<file path="src/rtl/regfile_wport_sched.sv">
// Write-port scheduler and scoreboard for the single-write-port 32x32
// register file. Pipeline writeback owns the port; long-latency results are
// buffered and drained whenever the pipeline leaves the port idle. A busy
// scoreboard stalls decode/issue on registers whose results are still
// outstanding, and a starvation timer asks the pipeline to back off when the
// buffer head has been denied the port for too long.
module regfile_wport_sched #(
  parameter int BUF_DEPTH    = 2,
  parameter int STARVE_LIMIT = 4
) (
  input  logic        clk,
  input  logic        reset,
  input  logic        wb_we,
  input  logic [4:0]  wb_a,
  input  logic [31:0] wb_wd,
  input  logic        lu_valid,
  input  logic [4:0]  lu_a,
  input  logic [31:0] lu_wd,
  output logic        lu_ready,
  input  logic        issue_valid,
  input  logic [4:0]  issue_dst,
  input  logic [4:0]  rs_d,
  input  logic [4:0]  rt_d,
  output logic        WE3,
  output logic [4:0]  A3,
  output logic [31:0] WD3,
  output logic        stall_d,
  output logic        issue_stall,
  output logic        hold_pipe
);

  localparam int PW = $clog2(BUF_DEPTH);
  localparam int CW = PW + 1;
  localparam int TW = $clog2(STARVE_LIMIT + 1);
  localparam logic [CW-1:0] DEPTH_C = CW'(BUF_DEPTH);
  localparam logic [TW-1:0] LIMIT_C = TW'(STARVE_LIMIT);
  localparam logic [TW-1:0] ONE_C   = TW'(1);

  logic [4:0]    buf_a  [BUF_DEPTH];
  logic [31:0]   buf_wd [BUF_DEPTH];
  logic [PW-1:0] rd_ptr;
  logic [PW-1:0] wr_ptr;
  logic [CW-1:0] count;
  logic [31:0]   busy;
  logic [31:0]   busy_nxt;
  logic [TW-1:0] starve_tmr;
  logic          hold_q;

  logic          fifo_empty;
  logic          wb_grant;
  logic          pop;
  logic          push;
  logic          denied;
  logic          issue_set;
  logic [4:0]    head_a;
  logic [31:0]   head_wd;

  // Port arbitration, FIFO handshake and stall decode; reset masks everything.
  always_comb begin
    fifo_empty  = (count == '0);
    head_a      = buf_a[rd_ptr];
    head_wd     = buf_wd[rd_ptr];
    wb_grant    = !reset && wb_we && (wb_a != 5'd0);
    pop         = !reset && !fifo_empty && !wb_grant;
    denied      = !fifo_empty && wb_grant;
    lu_ready    = !reset && (count < DEPTH_C);
    push        = lu_valid && lu_ready;
    stall_d     = !reset && (busy[rs_d] || busy[rt_d]);
    issue_stall = !reset && issue_valid && busy[issue_dst];
    issue_set   = !reset && issue_valid && !busy[issue_dst] && (issue_dst != 5'd0);
    WE3         = 1'b0;
    A3          = 5'd0;
    WD3         = 32'd0;
    if (wb_grant) begin
      WE3 = 1'b1;
      A3  = wb_a;
      WD3 = wb_wd;
    end else if (pop) begin
      // An entry for r0 still drains, it just never writes.
      WE3 = (head_a != 5'd0);
      A3  = head_a;
      WD3 = head_wd;
    end
  end

  // Scoreboard next value: commit clears, issue sets, set applied last so it wins.
  always_comb begin
    busy_nxt = busy;
    if (pop) busy_nxt[head_a] = 1'b0;
    if (issue_set) busy_nxt[issue_dst] = 1'b1;
    busy_nxt[0] = 1'b0;
  end

  // Scoreboard register.
  always_ff @(posedge clk) begin
    if (reset) busy <= '0;
    else       busy <= busy_nxt;
  end

  // Result buffer storage; contents are don't-care while count is zero.
  always_ff @(posedge clk) begin
    if (push) begin
      buf_a[wr_ptr]  <= lu_a;
      buf_wd[wr_ptr] <= lu_wd;
    end
  end

  // Result buffer pointers and occupancy; pointers wrap naturally (power-of-two depth).
  always_ff @(posedge clk) begin
    if (reset) begin
      rd_ptr <= '0;
      wr_ptr <= '0;
      count  <= '0;
    end else begin
      if (push) wr_ptr <= wr_ptr + 1'b1;
      if (pop)  rd_ptr <= rd_ptr + 1'b1;
      case ({push, pop})
        2'b10:   count <= count + 1'b1;
        2'b01:   count <= count - 1'b1;
        default: count <= count;
      endcase
    end
  end

  // Starvation timer counts down denied cycles; hold latches at terminal count until a pop.
  always_ff @(posedge clk) begin
    if (reset) begin
      starve_tmr <= LIMIT_C;
      hold_q     <= 1'b0;
    end else if (pop) begin
      starve_tmr <= LIMIT_C;
      hold_q     <= 1'b0;
    end else if (fifo_empty) begin
      starve_tmr <= LIMIT_C;
    end else if (denied) begin
      if (starve_tmr != '0) starve_tmr <= starve_tmr - 1'b1;
      if (starve_tmr == ONE_C) hold_q <= 1'b1;
    end
  end

  assign hold_pipe = hold_q;

endmodule
</file>
<file path="config.mk">
export PLATFORM = sky130hd
export DESIGN_NAME = regfile_wport_sched
export DESIGN_NICKNAME = d
export VERILOG_FILES = /design/src/rtl/regfile_wport_sched.sv
export SDC_FILE = /design/constraint.sdc
export NUM_CORES = 1
export LEC_CHECK = 0
export CAP_MARGIN = 20
export CORE_MARGIN = 4
export CORE_UTILIZATION = 50
export DETAILED_ROUTE_END_ITERATION = 8
export HOLD_SLACK_MARGIN = 0.1
export PLACE_DENSITY = 0.84
export SYNTH_ARGS = -nofsm -noshare
export SYNTH_HDL_FRONTEND = slang
export SYNTH_SLANG_ARGS = --single-unit
export TNS_END_PERCENT = 20
</file>
<file path="constraint.sdc">
create_clock -name clk -period 3.8 [get_ports clk]
set_input_delay 0.95 -clock clk [delete_from_list [all_inputs] [get_ports clk]]
set_output_delay 0.95 -clock clk [all_outputs]
set_load 0.005 [all_outputs]
</file>
==> results.sh <==
export IMPL_status="complete, but fails checks"
export IMPL_violations="negative setup slack"
export IMPL_ys_warn_count=0
export IMPL_tightest_slew_ps=906
export IMPL_drv_cap=0
export IMPL_worstSetupEndpointType="output port"
export IMPL_synth_top_cell_by_area="edfxtp_1"
export IMPL_power_density_nw_per_um2=417
export IMPL_grt_pass1_vias=5067
export IMPL_rsz0062_at_grt="true"
export IMPL_area_delta_synth_final_pct=39.2
export IMPL_cts_sinks=114
export IMPL_p_switching_uw=847
export IMPL_track_usage_pct=27.1
export IMPL_finalCritPeriodShare_pct=101
export IMPL_cp_required_ps=2850
export IMPL_drive_gt1_share_pct=23.8
export IMPL_grt_pass1_wl_mm=27.0
export IMPL_gp_congestion=0.961
export IMPL_rr_worst_depth=5
export IMPL_arrival_ps=2870
export IMPL_drt_first_pass_iters=5
export IMPL_cp_max_fo=20
export IMPL_hp_class="flop to flop"
export IMPL_synth_nets=565
export IMPL_core_um2=11000
export IMPL_vias=4818
export IMPL_switching_share_pct=25.8
export IMPL_p_leak_nw=2.89
export IMPL_power_mw=3.29
export IMPL_clkLatencyLatePin_ps=410
export IMPL_timing_final_ws_setup_ps=-21.2
export IMPL_whs_path_depth=2
export IMPL_intPower_mw=2.44
export IMPL_synth_cells=467
export IMPL_cts_htree_levels=4
export IMPL_slew_limit_headroom_pct=39.6
export IMPL_synth_flop_cell="edfxtp_1"
export IMPL_grt_use_met3_pct=8.25
export IMPL_die_w_um=115
export IMPL_ys_ff_latch=114
export IMPL_clockPowerShare_pct=43.1
export IMPL_ios=136
export IMPL_path_buf_inv=3
export IMPL_yosysTopAreaCellShare_pct=39.2
export IMPL_timing_fmax_ghz=0.262
export IMPL_row_count=38
export IMPL_pre_cts_slack_ps=-561
export IMPL_cts_reportedPaths_clkPinSlew_ps=50
export IMPL_synth_edf_count=74
export IMPL_use_met1_pct=31.9
export IMPL_drc=0
export IMPL_drt_iter0_drc=364
export IMPL_start_kind="input pin"
export IMPL_die_y_um=115
export IMPL_fin_setup_tns_ps=-40.3
export IMPL_hold_viol=0
export IMPL_met2_usage_pct=45.2
export IMPL_synth_cell_area_um2=5670
export IMPL_grt_max_degree=38
export IMPL_p_seq_share_pct=42.7
export IMPL_avgRoutedWirePerCell_um=21.8
export IMPL_cts_buffers_inserted=17
export IMPL_synth_cell_types=54
export IMPL_antenna_found_initial=1
export IMPL_r2r_end="busy[26]$_SDFF_PP0_"
export IMPL_p_comb_share_pct=14.2
export IMPL_finClkSkew_ps=9.18
export IMPL_synthTopCellsByCount="edfxtp_1 (74), nand2_1 (47), o21ai_0 (45)"
export IMPL_whs_endpoint="rd_ptr$_SDFFE_PP0P_"
export IMPL_synth_top_cells_by_area="edfxtp_1 (39%), dfxtp_1 (14%), mux2i_1 (7.6%)"
export IMPL_hpwl_mm=12.9
export IMPL_r2r_setup_slack_ps=1340
export IMPL_fill_cells=734
export IMPL_port_buffers=135
export IMPL_vias_per_cell=6.09
export IMPL_cts_root_buf="clkbuf_16"
export IMPL_cts_tree="done"
export IMPL_top_usage_layer="met2"
export IMPL_final_core_util_pct=71.9
export IMPL_ant_nets=0
export IMPL_yosysMostFrequentCell="edfxtp_1"
export IMPL_crit_chain="clkdlybuf4s50_1 > or4_4 > o21a_1 > buf_6 > nand2_1 > o21ai_2 > dlygate4sd2_1"
export IMPL_synthArstFlopShare_pct=0
export IMPL_cp_slowest_cell="or4_4"
export IMPL_wl_mm=17.2
export IMPL_grt_overflow=0
export IMPL_syn_area_per_cell_um2=12.1
export IMPL_worstHoldStart="rd_ptr$_SDFFE_PP0P_"
export IMPL_dieArea_um2=13100
export IMPL_setup_violations=3
export IMPL_final_nets=735
export IMPL_slowest_delay_ps=590
export IMPL_path_delay_family="buffers and inverters"
export IMPL_worstSetupPathType="input pin to output port"
export IMPL_clock_path_buffers=2
export IMPL_vdd_drop_max_mv=0.288
export IMPL_min_period_ps=3820
export IMPL_initial_core_util_pct=51.6
export IMPL_seq_area_frac_synth_pct=53.3
export IMPL_slew_viol_final=0
==> placed cells by master, fill, tap and decap left out, types with 5 or more instances in the layout <==
cell and count:
inv_1 14, clkbuf_2 25, mux4_2 18, dlygate4sd2_1 12
o21ai_2 8, dfxtp_1 39, o311ai_0 24, o21ai_1 35
clkdlybuf4s15_1 5, mux2i_1 42, edfxtp_1 74, o211ai_1 8
nand2_1 46, buf_4 40, clkdlybuf4s50_1 87, nor3b_1 5
clkinv_4 6, o21ai_0 20, nand3_1 5, clkbuf_16 17
a21oi_1 8, nand3b_1 6, nor2_1 14, o31ai_1 8
==> area by class of cell <==
type / count / area [µm²] / share of cell area [%]
clock buffers: 17 / 425 / 5.39
clock inverters: 15 / 114 / 1.44
diodes: 1 / 2.50 / 0.0317
multi-input cells: 310 / 2510 / 31.7
well taps: 140 / 175 / 2.22
repair buffers: 180 / 1590 / 20.2
flip-flops and latches: 114 / 3020 / 38.3
inverters: 14 / 52.6 / 0.666
==> cells by family (layout without fill, tap and decap cells) <==
logic type / after synthesis / after routing / share of synthesized area [%]
AO/OA/AOI/OAI: 128 / 128 / 14.8
flip-flops: 114 / 114 / 53.3
XOR/XNOR: 5 / 5 / 0.772
other: 0 / 1 / 0
multiplexers: 67 / 67 / 16.9
adder cells (fa/ha/maj): 4 / 4 / 0.882
AND/OR/NAND/NOR: 106 / 106 / 9.62
buffers and inverters: 43 / 226 / 3.73
==> through the flow <==
step	instance area (µm²)	std cells	hold slack (ps)
floorplan	5670	467	472
global placement	7390	757	479
detailed placement	7390	757	490
CTS	7940	790	507
global route	7890	791	560
finish	7890	791	503
==> power by group through the flow <==
stage / clock, mW / combinational (mW) / sequential, mW
floorplan: 0 / 0.208 / 1.41
global placement: 0 / 0.454 / 1.42
detailed placement: 0 / 0.472 / 1.43
CTS: 1.42 / 0.463 / 1.40
global route: 1.49 / 0.502 / 1.41
finish: 1.42 / 0.468 / 1.40
==> sequential cells by signal (all words and copies together) (netlist names), named ones only <==
| signal | flops |
|---|---|
| count | 2 |
| buf_a | 10 |
| busy | 31 |
| starve_tmr | 3 |
| buf_wd | 64 |
| wr_ptr | 1 |
| hold_pipe | 1 |
| rd_ptr | 1 |
==> what timing repair did <==
action,CTS,global route
setup buffers,1,0
setup endpoints to repair,40,40
cloned,0,0
resized for setup,81,82
hold buffers,0,0
pin swaps,1,1
==> worst min-delay path: cells and delay by family (launching register included) <==
kind	cells	cell delay, ps
DFF	1	320
xor gates and xnor gates	1	80
and+or+nand+nor	1	70
==> routing by layer <==
layer	vias up	wire [µm]	part of all wire [%]
li1	2190	-	-
met1	2334	6730	39
met2	240	8380	49
met3	54	1390	8.1
met4	0	728	4.2
met5	-	0	0
==> worst max path at each step <==
stage            start                    end  slack (ps)  cells past startpoint
6_report       wb_a[3]                WD3[17]         -20                      7
5_1_grt        wb_a[3]                WD3[17]         -70                      7
4_1_cts        rt_d[0]                stall_d        -250                      8
3_5_place_dp   wb_a[0]                  A3[0]        -560                      7
3_3_place_gp   wb_a[0]                  A3[3]        -560                      7
2_1_floorplan    reset  buf_a[0][0]$_DFFE_PP_         360                      4
Note: power is estimated with default switching activity, not from simulation.
